`config.mk`:
```
export PLATFORM = sky130hd
export DESIGN_NAME = decode_stage_pipe
export DESIGN_NICKNAME = d
export VERILOG_FILES = /design/src/rtl/decode_stage_pipe.sv
export SDC_FILE = /design/constraint.sdc
export NUM_CORES = 2
export LEC_CHECK = 0
export ABC_AREA = 1
export CORE_ASPECT_RATIO = 0.5
export CORE_MARGIN = 2
export CORE_UTILIZATION = 30
export DETAILED_ROUTE_END_ITERATION = 7
export PLACE_DENSITY = 0.57
export SLEW_MARGIN = 10
export SYNTH_ARGS = -nofsm -noshare
export SYNTH_HDL_FRONTEND = slang
export SYNTH_SLANG_ARGS = --single-unit
```
`constraint.sdc`:
```
create_clock -name clk -period 4.3 [get_ports clk]
set_input_delay 1.29 -clock clk [delete_from_list [all_inputs] [get_ports clk]]
set_output_delay 1.29 -clock clk [all_outputs]
set_load 0.005 [all_outputs]
```
`src/rtl/decode_stage_pipe.sv`:
```
// Decode stage with register file, write-back bypass, load-use hazard
// detection, ID/EX pipeline register and a saturating load-use stall counter.
// Ports:
//   clk, rst_n                 clock, synchronous active-low reset
//   InstrD, PCD, PCPlus4D      instruction and PCs from IF/ID
//   ValidD                     InstrD is a real instruction
//   ResultW, RdW, RegWriteW    write-back port
//   FlushD, HoldE              kill decode / freeze ID/EX
//   *E                         registered ID/EX bundle
//   StallD                     combinational fetch / IF/ID hold request
//   StallCount                 saturating count of load-use bubbles
module decode_stage_pipe #(
  parameter int unsigned XLEN      = 32,
  parameter int unsigned NREGS     = 32,
  parameter bit          BYPASS_EN = 1'b1,
  parameter int unsigned CNT_W     = 16
) (
  input  logic                     clk,
  input  logic                     rst_n,
  input  logic [31:0]              InstrD,
  input  logic [XLEN-1:0]          PCD,
  input  logic [XLEN-1:0]          PCPlus4D,
  input  logic                     ValidD,
  input  logic [XLEN-1:0]          ResultW,
  input  logic [$clog2(NREGS)-1:0] RdW,
  input  logic                     RegWriteW,
  input  logic                     FlushD,
  input  logic                     HoldE,
  output logic [XLEN-1:0]          RD1E,
  output logic [XLEN-1:0]          RD2E,
  output logic [XLEN-1:0]          ImmExtE,
  output logic [XLEN-1:0]          PCE,
  output logic [XLEN-1:0]          PCPlus4E,
  output logic [$clog2(NREGS)-1:0] Rs1E,
  output logic [$clog2(NREGS)-1:0] Rs2E,
  output logic [$clog2(NREGS)-1:0] RdE,
  output logic                     RegWriteE,
  output logic                     MemWriteE,
  output logic                     JumpE,
  output logic                     BranchE,
  output logic                     ALUSrcE,
  output logic                     ALUSrcAE,
  output logic                     SumSrcE,
  output logic                     ControlSignalE,
  output logic [1:0]               ResultSrcE,
  output logic [3:0]               ALUControlE,
  output logic [1:0]               StoreSrcE,
  output logic [2:0]               TypeBranchE,
  output logic [2:0]               LoadSrcE,
  output logic                     ValidE,
  output logic                     StallD,
  output logic [CNT_W-1:0]         StallCount
);

  localparam int unsigned AW = $clog2(NREGS);

  localparam logic [6:0] OP_R     = 7'b0110011;
  localparam logic [6:0] OP_I     = 7'b0010011;
  localparam logic [6:0] OP_LOAD  = 7'b0000011;
  localparam logic [6:0] OP_STORE = 7'b0100011;
  localparam logic [6:0] OP_BR    = 7'b1100011;
  localparam logic [6:0] OP_JAL   = 7'b1101111;
  localparam logic [6:0] OP_JALR  = 7'b1100111;
  localparam logic [6:0] OP_LUI   = 7'b0110111;
  localparam logic [6:0] OP_AUIPC = 7'b0010111;

  typedef struct packed {
    logic       reg_write;
    logic       mem_write;
    logic       jump;
    logic       branch;
    logic       alu_src;
    logic       alu_src_a;
    logic       sum_src;
    logic       ctrl_sig;
    logic [1:0] result_src;
    logic [3:0] alu_control;
    logic [1:0] store_src;
    logic [2:0] type_branch;
    logic [2:0] load_src;
  } ctrl_t;

  typedef struct packed {
    logic [XLEN-1:0] rd1;
    logic [XLEN-1:0] rd2;
    logic [XLEN-1:0] imm;
    logic [XLEN-1:0] pc;
    logic [XLEN-1:0] pc4;
    logic [AW-1:0]   rs1;
    logic [AW-1:0]   rs2;
    logic [AW-1:0]   rd;
    ctrl_t           ctrl;
    logic            valid;
  } idex_t;

  logic [XLEN-1:0]  rf [NREGS];
  logic [AW-1:0]    rs1_d, rs2_d, rd_d;
  logic [2:0]       funct3;
  logic [XLEN-1:0]  rd1, rd2, imm;
  ctrl_t            ctrl;
  idex_t            idex_q, idex_d, bundle;
  logic [CNT_W-1:0] cnt_q, cnt_d;
  logic             hz;

  assign rs1_d  = AW'(InstrD[19:15]);
  assign rs2_d  = AW'(InstrD[24:20]);
  assign rd_d   = AW'(InstrD[11:7]);
  assign funct3 = InstrD[14:12];

  // Register file write port; x0 is never written and contents survive reset.
  always_ff @(posedge clk) begin
    if (RegWriteW && (RdW != '0)) rf[RdW] <= ResultW;
  end

  // Read ports with optional same-cycle write-back forwarding.
  always_comb begin
    rd1 = rf[rs1_d];
    rd2 = rf[rs2_d];
    if (BYPASS_EN && RegWriteW && (RdW != '0)) begin
      if (RdW == rs1_d) rd1 = ResultW;
      if (RdW == rs2_d) rd2 = ResultW;
    end
    if (rs1_d == '0) rd1 = '0;
    if (rs2_d == '0) rd2 = '0;
  end

  // Control decode; a non-valid slot never asserts any control.
  always_comb begin
    ctrl = '0;
    case (InstrD[6:0])
      OP_R: begin
        ctrl.reg_write   = 1'b1;
        ctrl.alu_control = {InstrD[30], funct3};
      end
      OP_I: begin
        ctrl.reg_write   = 1'b1;
        ctrl.alu_src     = 1'b1;
        ctrl.alu_control = {(funct3 == 3'b101) & InstrD[30], funct3};
      end
      OP_LOAD: begin
        ctrl.reg_write  = 1'b1;
        ctrl.alu_src    = 1'b1;
        ctrl.result_src = 2'b01;
        ctrl.load_src   = funct3;
      end
      OP_STORE: begin
        ctrl.mem_write = 1'b1;
        ctrl.alu_src   = 1'b1;
        ctrl.store_src = funct3[1:0];
      end
      OP_BR: begin
        ctrl.branch      = 1'b1;
        ctrl.type_branch = funct3;
        ctrl.alu_control = 4'b1000;
      end
      OP_JAL: begin
        ctrl.reg_write  = 1'b1;
        ctrl.jump       = 1'b1;
        ctrl.result_src = 2'b10;
      end
      OP_JALR: begin
        ctrl.reg_write  = 1'b1;
        ctrl.jump       = 1'b1;
        ctrl.result_src = 2'b10;
        ctrl.sum_src    = 1'b1;
        ctrl.alu_src    = 1'b1;
      end
      OP_LUI: begin
        ctrl.reg_write  = 1'b1;
        ctrl.alu_src    = 1'b1;
        ctrl.result_src = 2'b11;
        ctrl.ctrl_sig   = 1'b1;
      end
      OP_AUIPC: begin
        ctrl.reg_write = 1'b1;
        ctrl.alu_src   = 1'b1;
        ctrl.alu_src_a = 1'b1;
        ctrl.ctrl_sig  = 1'b1;
      end
      default: ;
    endcase
    if (!ValidD) ctrl = '0;
  end

  // Immediate extension by instruction format.
  always_comb begin
    imm = '0;
    case (InstrD[6:0])
      OP_I, OP_LOAD, OP_JALR: imm = XLEN'($signed(InstrD[31:20]));
      OP_STORE:               imm = XLEN'($signed({InstrD[31:25], InstrD[11:7]}));
      OP_BR:                  imm = XLEN'($signed({InstrD[31], InstrD[7], InstrD[30:25],
                                                   InstrD[11:8], 1'b0}));
      OP_JAL:                 imm = XLEN'($signed({InstrD[31], InstrD[19:12], InstrD[20],
                                                   InstrD[30:21], 1'b0}));
      OP_LUI, OP_AUIPC:       imm = XLEN'($signed({InstrD[31:12], 12'b0}));
      default: ;
    endcase
  end

  // Load in E whose destination is a source of the instruction in decode.
  assign hz = idex_q.valid & idex_q.ctrl.reg_write & (idex_q.ctrl.result_src == 2'b01) &
              (idex_q.rd != '0) & ((idex_q.rd == rs1_d) | (idex_q.rd == rs2_d)) & ValidD;

  assign StallD = HoldE | (hz & ~FlushD);

  always_comb begin
    bundle       = '0;
    bundle.rd1   = rd1;
    bundle.rd2   = rd2;
    bundle.imm   = imm;
    bundle.pc    = PCD;
    bundle.pc4   = PCPlus4D;
    bundle.rs1   = rs1_d;
    bundle.rs2   = rs2_d;
    bundle.rd    = rd_d;
    bundle.ctrl  = ctrl;
    bundle.valid = ValidD;
  end

  // ID/EX next state: flush beats hold, hold beats hazard bubble.
  always_comb begin
    idex_d = idex_q;
    cnt_d  = cnt_q;
    if (FlushD) begin
      idex_d = '0;
    end else if (HoldE) begin
      idex_d = idex_q;
    end else if (hz) begin
      idex_d = '0;
      cnt_d  = (cnt_q == {CNT_W{1'b1}}) ? cnt_q : cnt_q + CNT_W'(1);
    end else begin
      idex_d = bundle;
    end
  end

  always_ff @(posedge clk) begin
    if (!rst_n) begin
      idex_q <= '0;
      cnt_q  <= '0;
    end else begin
      idex_q <= idex_d;
      cnt_q  <= cnt_d;
    end
  end

  assign RD1E           = idex_q.rd1;
  assign RD2E           = idex_q.rd2;
  assign ImmExtE        = idex_q.imm;
  assign PCE            = idex_q.pc;
  assign PCPlus4E       = idex_q.pc4;
  assign Rs1E           = idex_q.rs1;
  assign Rs2E           = idex_q.rs2;
  assign RdE            = idex_q.rd;
  assign RegWriteE      = idex_q.ctrl.reg_write;
  assign MemWriteE      = idex_q.ctrl.mem_write;
  assign JumpE          = idex_q.ctrl.jump;
  assign BranchE        = idex_q.ctrl.branch;
  assign ALUSrcE        = idex_q.ctrl.alu_src;
  assign ALUSrcAE       = idex_q.ctrl.alu_src_a;
  assign SumSrcE        = idex_q.ctrl.sum_src;
  assign ControlSignalE = idex_q.ctrl.ctrl_sig;
  assign ResultSrcE     = idex_q.ctrl.result_src;
  assign ALUControlE    = idex_q.ctrl.alu_control;
  assign StoreSrcE      = idex_q.ctrl.store_src;
  assign TypeBranchE    = idex_q.ctrl.type_branch;
  assign LoadSrcE       = idex_q.ctrl.load_src;
  assign ValidE         = idex_q.valid;
  assign StallCount     = cnt_q;

endmodule
```
==> impl_summary.txt <==
----------------------------------------------------
[Worst setup path]
  Worst endpoint data arrival time ... 2520 ps
  Endpoint kind of the worst setup timing path ... primary output
  Worst-path maximum fanout ... 4
  Critical path required time ... 3010 ps
  Kind of launch point of the worst setup path ... input pin
  Kind of critical path ... input pin to primary output

[Logic synthesis]
  Cell accounting for the most synthesized area ... edfxtp_1
  Top cells by area, synth ... edfxtp_1 48%, nand2_1 16%, nand3_1 13%
  Top-area cell type share of the netlist area ... 48.1%
  Post-synth design cell area ... 0.0639 mm²
  Warnings, synthesis ... 0
  Mean post-synth cell area ... 8.05 µm²
  Post-synthesis sequential area ratio ... 54.8%
  Total of flip-flops plus latches after synthesis ... 1238
  Synthesized instance count ... 7934
  Netlist cell types ... 37

[STA]
  Hold violation count in the final report ... 0
  Relative slew slack ... 13.6%
  Final slew viol count ... 0
  Unrepaired setup endpoints after global routing ... no
  Final setup skew ... 71.7 ps
  Final Cycle Share ... 88.7%
  Crit path setup slack, layout ... 488 ps
  Min Clock Period, post-route ... 3810 ps
  Highest clock frequency the design can meet ... 262 MHz
  Total negative slack for setup checks ... 0 ps
  Setup-failing EPs final ... 0
  Slew of the pin with the lowest slew margin ... 1300 ps

[Power and ir drop]
  Static leakage power ... 31.7 nW
  Overall power of the completed layout ... 28.1 mW
  Max IR drop VDD ... 0.267 mV
  Total power divided by cell area ... 370 mW/mm²

[Floorplanning]
  Die Y-Extent ... 330 µm
  Core Area ... 0.211 mm²
  Die X-Extent ... 657 µm
  Area enclosed by the die boundary ... 0.217 mm²
  Starting density of the core ... 30.3%
  Num ports ... 354
  Placement Rows ... 119

[Clock tree]
  TritonCTS clock tree ... built
  Deepest level of the CTS H-tree ... 4
  Post-CTS Setup Repair Bufs ... 0
  Number of clock sinks ... 1238
  Clock buffers created by TritonCTS ... 139
  Skew-Pair Late Insertion Delay ... 820 ps
  Number of buffers on the longest clock path ... 4
  Root Buffer ... clkbuf_16
  Clock transition at the registers of the reported paths ... 50 ps

[Hold path]
  Worst min path class ... register to register

[Global route]
  First-pass GRT wire length ... 360 mm
  Number of global-route vias before repair ... 53096
  Global router's overall resource usage ... 22.3%
  Initial antenna violation count ... 4
  GR Util met3 ... 4.33%
  Most used routing layer ... met2
  Remaining global-route overflow ... 0
  GRT met1 Usage ... 29.0%
  Maximum number of pins on one net before global-route repair ... 176
  Met2 Track Usage GR ... 35.4%

[Route]
  Via Count ... 57062
  Count of nets left with antenna violations after detail routing ... 0
  1st-pass router iterations ... 8
  Wirelength, routed ... 251 mm
  DRC errors left ... 0
  DRC violation total after the first TritonRoute iteration ... 7130
  Routed WL per cell ... 22.6 µm
  Number of vias per cell after detailed routing ... 5.14

[Placed design]
  Number of input and output port buffers inserted ... 353
  Post-placement cell count ... 10859
  DPL Wire Length ... 138 mm
  Worst slack at placement ... 19.5 ps
  Final estimated routing congestion in global placement ... 0.843
  Cell area after placement ... 0.0716 mm²

[Final layout]
  Filler-free cell count of the finished design ... 11100
  Area of all placed cells without fillers ... 0.0758 mm²
  Final net count ... 8297
  Fraction of final layout cells with drive strength greater than 1 ... 5.89%
  Register area ... 0.0350 mm²
  FILL cells ... 21422
  Area growth from synthesis to layout ... 18.7%
  Multi-input gate area ... 0.0229 mm²

[Outcome]
  Result of the run ... finished, final reports clean

[Job]
  Count of max-cap constraint violations ... 0

----------------------------------------------------
## per-stage QoR
step | hold WS [ps] | util (%)
floorplan | 453 | -
global placement | 451 | 33.9
detailed placement | 451 | 33.9
CTS | 464 | 35.9
global route | 476 | 35.9
finish | 463 | 35.9
## where the power goes
part | internal, mW | leakage, nW | total (mW) | switching, mW
clock network | 6.64 | 2.08 | 11.7 | 5.05
logic | 0.959 | 18.7 | 3.13 | 2.17
registers | 13.2 | 11.0 | 13.2 | 0.0847
total | 20.8 | 31.7 | 28.1 | 7.31
## cell usage in the layout, fill, tap and decap left out, types with 17 or more instances in the layout
cell type,n
edfxtp_1,1024
clkinv_2,17
nand2_1,2660
clkbuf_16,142
buf_12,74
nand3_1,1694
a21oi_1,261
nand3b_1,32
o211ai_1,94
clkdlybuf4s50_1,341
buf_4,154
nor2_4,30
dfxtp_1,212
inv_1,1011
nor2_1,238
conb_1,32
clkbuf_1,44
o21ai_0,67
## state kept, by name, indices dropped and copies added, names as in the netlist, 2 cells and up
| register | count |
|---|---|
| RD2E | 32 |
| ImmExtE | 32 |
| ALUControlE | 4 |
| StoreSrcE | 2 |
| ResultSrcE | 2 |
| PCPlus4E | 32 |
| StallCount | 16 |
| rf | 1024 |
| PCE | 32 |
| RdE | 5 |
| TypeBranchE | 3 |
| LoadSrcE | 3 |
| Rs1E | 5 |
| RD1E | 32 |
| Rs2E | 5 |
## timing repair
action | 4_1_cts | 5_1_grt
hold buffers | 0 | 0
gates resized for setup | 1 | 3
endpoints found under the setup margin | 1 | 1
hold endpoints to repair | 0 | 0
## per-layer routing
| metal | vias up | part of all wire (%) |
|---|---|---|
| li1 | 26194 | - |
| met1 | 27000 | 40 |
| met2 | 3262 | 45 |
| met3 | 606 | 9.8 |
| met4 | 0 | 5.4 |
| met5 | - | 0 |
## cells in the mapped netlist, drive strengths merged
library cell / instances
dfxtp: 214
o21ai: 76
conb: 1
nand4: 3
inv: 1026
nor2: 268
a21oi: 261
o2111ai: 1
nand3: 1697
or2: 1
xnor2: 12
clkinv: 1
nand3b: 32
o21bai: 2
xor2: 11
nand2: 2664
a41oi: 1
ha: 1
buf: 354
nor3: 15
nor3b: 1
o211ai: 94
edfxtp: 1024
clkbuf: 174
## area by class of cell
type,count,share of cell area [%]
diodes,1,0.00330
clock buffers,201,5.17
well taps,2843,4.69
multi-input cells,5172,30.2
clock inverters,39,0.449
repair buffers,579,8.13
flip-flops and latches,1238,46.2
inverters,1027,5.14
## critical path: stages
cell,delay [ps]
buf_2,170
inv_2,50
nand2_1,50
nand2_1,80
nor2_1,110
nand3_1,100
nand2_2,130
buf_12,130
nand3_2,60
o21ai_0,160
dlymetal6s2s_1,180
## worst paths after layout
kind,startpoint,endpoint,slack [ps],depth (start not counted)
max reg2reg,RdE[2],RD2E[8],1240,11
max,InstrD[18],StallD,490,11
min,RD2E[14],RD2E[14],460,2
min reg2reg,RD2E[14],RD2E[14],460,2
## cell families after synthesis
family | share of synthesized area (%)
buffers and inverters | 9.86
adders and majority gates | 0.0196
DFF | 54.8
and+or+nand+nor | 31.1
AOI/OAI and AO/OA | 3.80
xor gates and xnor gates | 0.315
other | 0.00587
No activity file was read; power rests on OpenSTA's default activity.
